==> config.mk <==
export PLATFORM = sky130hd
export DESIGN_NAME = mem_access_stage
export DESIGN_NICKNAME = d
export VERILOG_FILES = /design/src/rtl/mips_pkg.sv /design/src/rtl/mem_access_stage.sv
export SDC_FILE = /design/constraint.sdc
export NUM_CORES = 1
export LEC_CHECK = 0
export CAP_MARGIN = 25
export CORE_MARGIN = 10
export CORE_UTILIZATION = 37
export CTS_CLUSTER_SIZE = 16
export DETAILED_ROUTE_END_ITERATION = 10
export PLACE_DENSITY = 0.74
export SLEW_MARGIN = 20
export SYNTH_ARGS = -nofsm -noshare
export SYNTH_HDL_FRONTEND = slang
export SYNTH_SLANG_ARGS = --single-unit
==> constraint.sdc <==
create_clock -name clock -period 3.9 [get_ports clock]
set_clock_uncertainty 0.15 [all_clocks]
set_input_delay 0.78 -clock clock [delete_from_list [all_inputs] [get_ports clock]]
set_output_delay 0.78 -clock clock [all_outputs]
set_load 0.02 [all_outputs]
==> src/rtl/mips_pkg.sv <==
// Shared definitions for the multicycle MIPS datapath stages.
package mips_pkg;

    // Sequencer stage code on which the memory-access stage runs
    localparam logic [2:0] STAGE_MEM = 3'd3;

    // Memory-access stage controller states
    typedef enum logic [1:0] {
        ST_IDLE = 2'd0,
        ST_REQ  = 2'd1,
        ST_DONE = 2'd2
    } mem_state_e;

endpackage

==> src/rtl/mem_access_stage.sv <==
// Multicycle MIPS MEM stage: performs LW/SW over a req/ack data-memory
// port, resolves BEQ/BNE, presents write-back data and pulses stage_done
// once per started instruction.
module mem_access_stage
    import mips_pkg::*;
#(
    parameter logic [2:0]  MEM_STAGE = STAGE_MEM,
    parameter int unsigned TIMEOUT   = 16
)(
    input  logic        clock,
    input  logic        reset_n,
    input  logic [2:0]  stage,
    input  logic [31:0] alu_result,
    input  logic [31:0] store_data,
    input  logic        alu_zero,
    input  logic [31:0] branch_target,
    input  logic        mem_read,
    input  logic        mem_write,
    input  logic        branch,
    input  logic        bne,
    output logic        dmem_req,
    output logic        dmem_we,
    output logic [31:0] dmem_addr,
    output logic [31:0] dmem_wdata,
    input  logic [31:0] dmem_rdata,
    input  logic        dmem_ack,
    output logic [31:0] wb_data,
    output logic        pc_src,
    output logic [31:0] pc_target,
    output logic        fault,
    output logic        stage_done
);

    localparam int unsigned    CW       = (TIMEOUT > 2) ? $clog2(TIMEOUT) : 1;
    localparam logic [CW-1:0]  CNT_LAST = CW'(TIMEOUT - 1);

    mem_state_e    state_q, state_d;
    logic [CW-1:0] cnt_q, cnt_d;
    logic          req_q, req_d;
    logic          we_q, we_d;
    logic [31:0]   addr_q, addr_d;
    logic [31:0]   wdata_q, wdata_d;
    logic [31:0]   wb_q, wb_d;
    logic          pc_src_q, pc_src_d;
    logic [31:0]   pc_target_q, pc_target_d;
    logic          fault_q, fault_d;
    logic          done_q, done_d;

    logic          is_mem;
    logic          bad_op;

    // Decode the instruction class presented at start
    always_comb begin
        is_mem = mem_read | mem_write;
        bad_op = (mem_read & mem_write) | (is_mem & (alu_result[1:0] != 2'b00));
    end

    // Next-state and registered-output computation for the controller
    always_comb begin
        state_d     = state_q;
        cnt_d       = cnt_q;
        req_d       = req_q;
        we_d        = we_q;
        addr_d      = addr_q;
        wdata_d     = wdata_q;
        wb_d        = wb_q;
        pc_src_d    = pc_src_q;
        pc_target_d = pc_target_q;
        fault_d     = fault_q;
        done_d      = 1'b0;

        case (state_q)
            ST_IDLE: begin
                if (stage == MEM_STAGE) begin
                    addr_d      = {alu_result[31:2], 2'b00};
                    wdata_d     = store_data;
                    pc_target_d = branch_target;
                    pc_src_d    = branch & (alu_zero ^ bne);
                    fault_d     = 1'b0;
                    cnt_d       = '0;
                    if (bad_op) begin
                        // Illegal or misaligned access: report and skip the bus
                        fault_d = 1'b1;
                        state_d = ST_DONE;
                        done_d  = 1'b1;
                    end else if (is_mem) begin
                        req_d   = 1'b1;
                        we_d    = mem_write;
                        state_d = ST_REQ;
                    end else begin
                        wb_d    = alu_result;
                        state_d = ST_DONE;
                        done_d  = 1'b1;
                    end
                end
            end
            ST_REQ: begin
                if (dmem_ack) begin
                    // Ack wins over timeout even on the last allowed cycle
                    req_d = 1'b0;
                    we_d  = 1'b0;
                    if (!we_q) begin
                        wb_d = dmem_rdata;
                    end
                    state_d = ST_DONE;
                    done_d  = 1'b1;
                end else if (cnt_q == CNT_LAST) begin
                    req_d   = 1'b0;
                    we_d    = 1'b0;
                    fault_d = 1'b1;
                    state_d = ST_DONE;
                    done_d  = 1'b1;
                end else begin
                    cnt_d = cnt_q + CW'(1);
                end
            end
            ST_DONE: begin
                // Hold here while the sequencer still shows our stage
                if (stage != MEM_STAGE) begin
                    state_d = ST_IDLE;
                end
            end
            default: begin
                state_d = ST_IDLE;
            end
        endcase
    end

    // State and output registers, cleared asynchronously by reset_n
    always_ff @(posedge clock or negedge reset_n) begin
        if (!reset_n) begin
            state_q     <= ST_IDLE;
            cnt_q       <= '0;
            req_q       <= 1'b0;
            we_q        <= 1'b0;
            addr_q      <= '0;
            wdata_q     <= '0;
            wb_q        <= '0;
            pc_src_q    <= 1'b0;
            pc_target_q <= '0;
            fault_q     <= 1'b0;
            done_q      <= 1'b0;
        end else begin
            state_q     <= state_d;
            cnt_q       <= cnt_d;
            req_q       <= req_d;
            we_q        <= we_d;
            addr_q      <= addr_d;
            wdata_q     <= wdata_d;
            wb_q        <= wb_d;
            pc_src_q    <= pc_src_d;
            pc_target_q <= pc_target_d;
            fault_q     <= fault_d;
            done_q      <= done_d;
        end
    end

    assign dmem_req   = req_q;
    assign dmem_we    = we_q;
    assign dmem_addr  = addr_q;
    assign dmem_wdata = wdata_q;
    assign wb_data    = wb_q;
    assign pc_src     = pc_src_q;
    assign pc_target  = pc_target_q;
    assign fault      = fault_q;
    assign stage_done = done_q;

endmodule

==> summary.txt <==
CTS Hold Bufs - 0
Storage cell area - 0.00343 mm^2
Fmax - 370 MHz
Synth Area in Compound Gates - 2.16%
First-pass DRT Iterations - 4
Fin nets - 779
Cell area after synthesis - 0.00568 mm^2
Flop and latch count out of synthesis - 137
Internal reg-to-reg setup slack - 1580 ps
Synth Area in Simple Gates - 2.38%
Setup TNS - 0 ps
CP Max Fanout - 30
Clk pin slew, worst setup/hold paths - 50 ps
Async S/R FF share, synth - 100%
Setup WS post-layout - 1200 ps
Dpl hpwl - 13100 um
Synthesized area per cell - 15.5 um^2
Share of the synthesized area in the top cell type - 60.3%
Antenna Cells - 0
Die area - 0.0207 mm^2
Worst hold-check path type - input port to asynchronous set/reset pin
Worst r2r src - state_q[0]
Most common cell in the netlist - mux2_2
Routed WL - 16900 um
Die width - 144 um
Top cells by area, synth - dfrtp_1 (60%), mux2_2 (31%), buf_6 (0.99%), buf_4 (0.92%), o21ai_0 (0.70%)
Core area - 0.0151 mm^2
Worst Path Required - 4040 ps
RSZ-0062 raised after global routing - false
Root buf cell - clkbuf_16
DRT iter0 DRCs - 99
Number of global-route vias before repair - 4498
Io pins - 272
Post-synth top cells - mux2_2 (156), dfrtp_1 (137), o21ai_0 (8)
Vias per inst - 4.80
Footprint of the multi-input gates - 0.00211 mm^2
Vias - 4035
Mux cell area share after synthesis - 31.7%
Wire per inst - 20.1 um
Design area - 0.00920 mm^2
CTS tree - built
Critical Path End Type - flop
CTS Buf Count - 17
Port buffer count - 269
Cts repair resizes - 0
RD Place Congestion - 0.725
Pwr Density - 583 mW/mm^2
Final antenna-violating net count - 0
Worst-Skew Late Latency - 400 ps
Leak Pwr - 3.77 nW
Min Clock Period, post-route - 2700 ps
Fill cells - 1141
Die height - 144 um
Worst Tran Pin Value - 602 ps
Final Setup Violations - 0
Post-synthesis xor/xnor area fraction - 0.308%
Crit start category - input port
Clock sink count - 137
First-pass GRT wire length - 25500 um
Cells after Synth - 366
Crit path arrival time - 2840 ps
Max IR drop VDD - 0.302 mV
Part of the cycle the worst path needs - 69.3%
Yosys cell types - 36
Fraction of layout cells with a size suffix above 1 - 30.2%
Seq/Total Area, Yosys - 60.3%
Final Hold Vio Count - 0
Post-synth EDFFs - 0
Yosys warns - 0
GR Util All Layers - 16.1%
Largest net degree at the start of global routing - 81
Critical path class - input port to flop
Outcome - completed
R2R cell count - 5
# rows - 45
Overflow after GRT - 0
Pins Over Slew Limit - 0
Depth of the CTS H-tree - 4
Yosys top cell by area - dfrtp_1
Max Cap Viol - 0
Antenna violations before repair - 0
# DRC - 0
Largest family of logic cells by synthesized area - multiplexers
Initial core utilization - 37.5%
Post-synth top flop - dfrtp_1
Slew HR - 58.8%
Setup Fix Bufs, Post-CTS - 0
Crit Reg-Reg Endpoint - wb_data[30]
Post-place instance area - 0.00856 mm^2
CTS Buffer Depth - 2
Adder-cell area share of the yosys netlist - 0.220%
Worst slack at placement - 795 ps
Area grow syn2layout - 61.8%
[metal layers]
layer / track usage, % / share of wire (%) / vias to the layer above
li1: - / - / 1856
met1: 17.0 / 36 / 1994
met2: 27.2 / 50 / 166
met3: 7.76 / 12 / 19
met4: 6.29 / 1.6 / 0
met5: 0 / 0 / -
[power by group]
group	switching [mW]	internal (mW)	leakage [nW]
clock network	0.573	1.12	0.313
registers	0.181	1.76	1.65
logic	0.783	0.942	1.81
[how the worst max path moves through the flow]
stage	start	cells after the start	slack, ps	to
final	stage[2]	5	1200	dmem_addr[11]
after global routing	stage[2]	5	1100	wb_data[31]
after CTS	stage[2]	5	1230	wb_data[30]
after detailed placement	stage[2]	5	800	wb_data[31]
after global placement	stage[2]	5	870	wb_data[26]
after floorplan	mem_write	4	1720	wb_data[10]
[placed cells by master, fill, tap and decap left out, types with 2 or more instances in the layout]
cell type / synthesis / final
bufinv_16: 0 / 3
mux2_1: 2 / 2
clkbuf_1: 4 / 2
nor3_1: 2 / 2
nand2_1: 3 / 3
o221ai_1: 2 / 2
inv_1: 3 / 3
dfrtp_1: 137 / 137
nand2b_1: 2 / 2
buf_4: 7 / 4
clkbuf_8: 0 / 7
o21ai_0: 8 / 8
conb_1: 1 / 2
nand3_1: 4 / 4
mux2i_1: 2 / 2
clkdlybuf4s50_1: 0 / 268
mux2_2: 156 / 156
nor4_1: 2 / 2
clkinv_2: 0 / 2
clkbuf_16: 0 / 17
[logic make-up after synthesis]
logic type | count (synthesis)
mux | 160
flops | 137
buf+inv | 25
simple gates | 23
compound gates | 17
xor+xnor | 2
fa+ha+maj | 1
other cells | 1
[area by class of cell]
type / instances / area share (%)
clock inverters: 6 / 1.17
inverters: 3 / 0.122
well taps: 188 / 2.56
clock buffers: 26 / 5.76
flip-flops and latches: 137 / 37.3
repair buffers: 275 / 30.1
multi-input cells: 205 / 23.0
[flip-flops by register name (all words and copies together), names as in the netlist]
| signal | flops |
|---|---|
| dmem_we | 1 |
| dmem_wdata | 32 |
| pc_src | 1 |
| state_q | 2 |
| cnt_q | 4 |
| dmem_addr | 30 |
| pc_target | 32 |
| wb_data | 32 |
| fault | 1 |
| stage_done | 1 |
| dmem_req | 1 |
[stage by stage]
stage | hold slack, ps | cells | total power, mW | util [%]
floorplan | 334 | 367 | 2.71 | -
CTS | 127 | 840 | 5.44 | 60.7
global placement | 337 | 807 | 3.67 | 56.3
detailed placement | 338 | 808 | 3.71 | 56.5
finish | 134 | 840 | 5.36 | 60.7
global route | 146 | 840 | 5.60 | 60.7
[critical path, cell delays in order]
cell and delay [ps]:
clkdlybuf4s50_1 400, nand4bb_1 570, or2_1 460, buf_4 280, mux2_2 320
No activity file was read; power rests on OpenSTA's default activity.
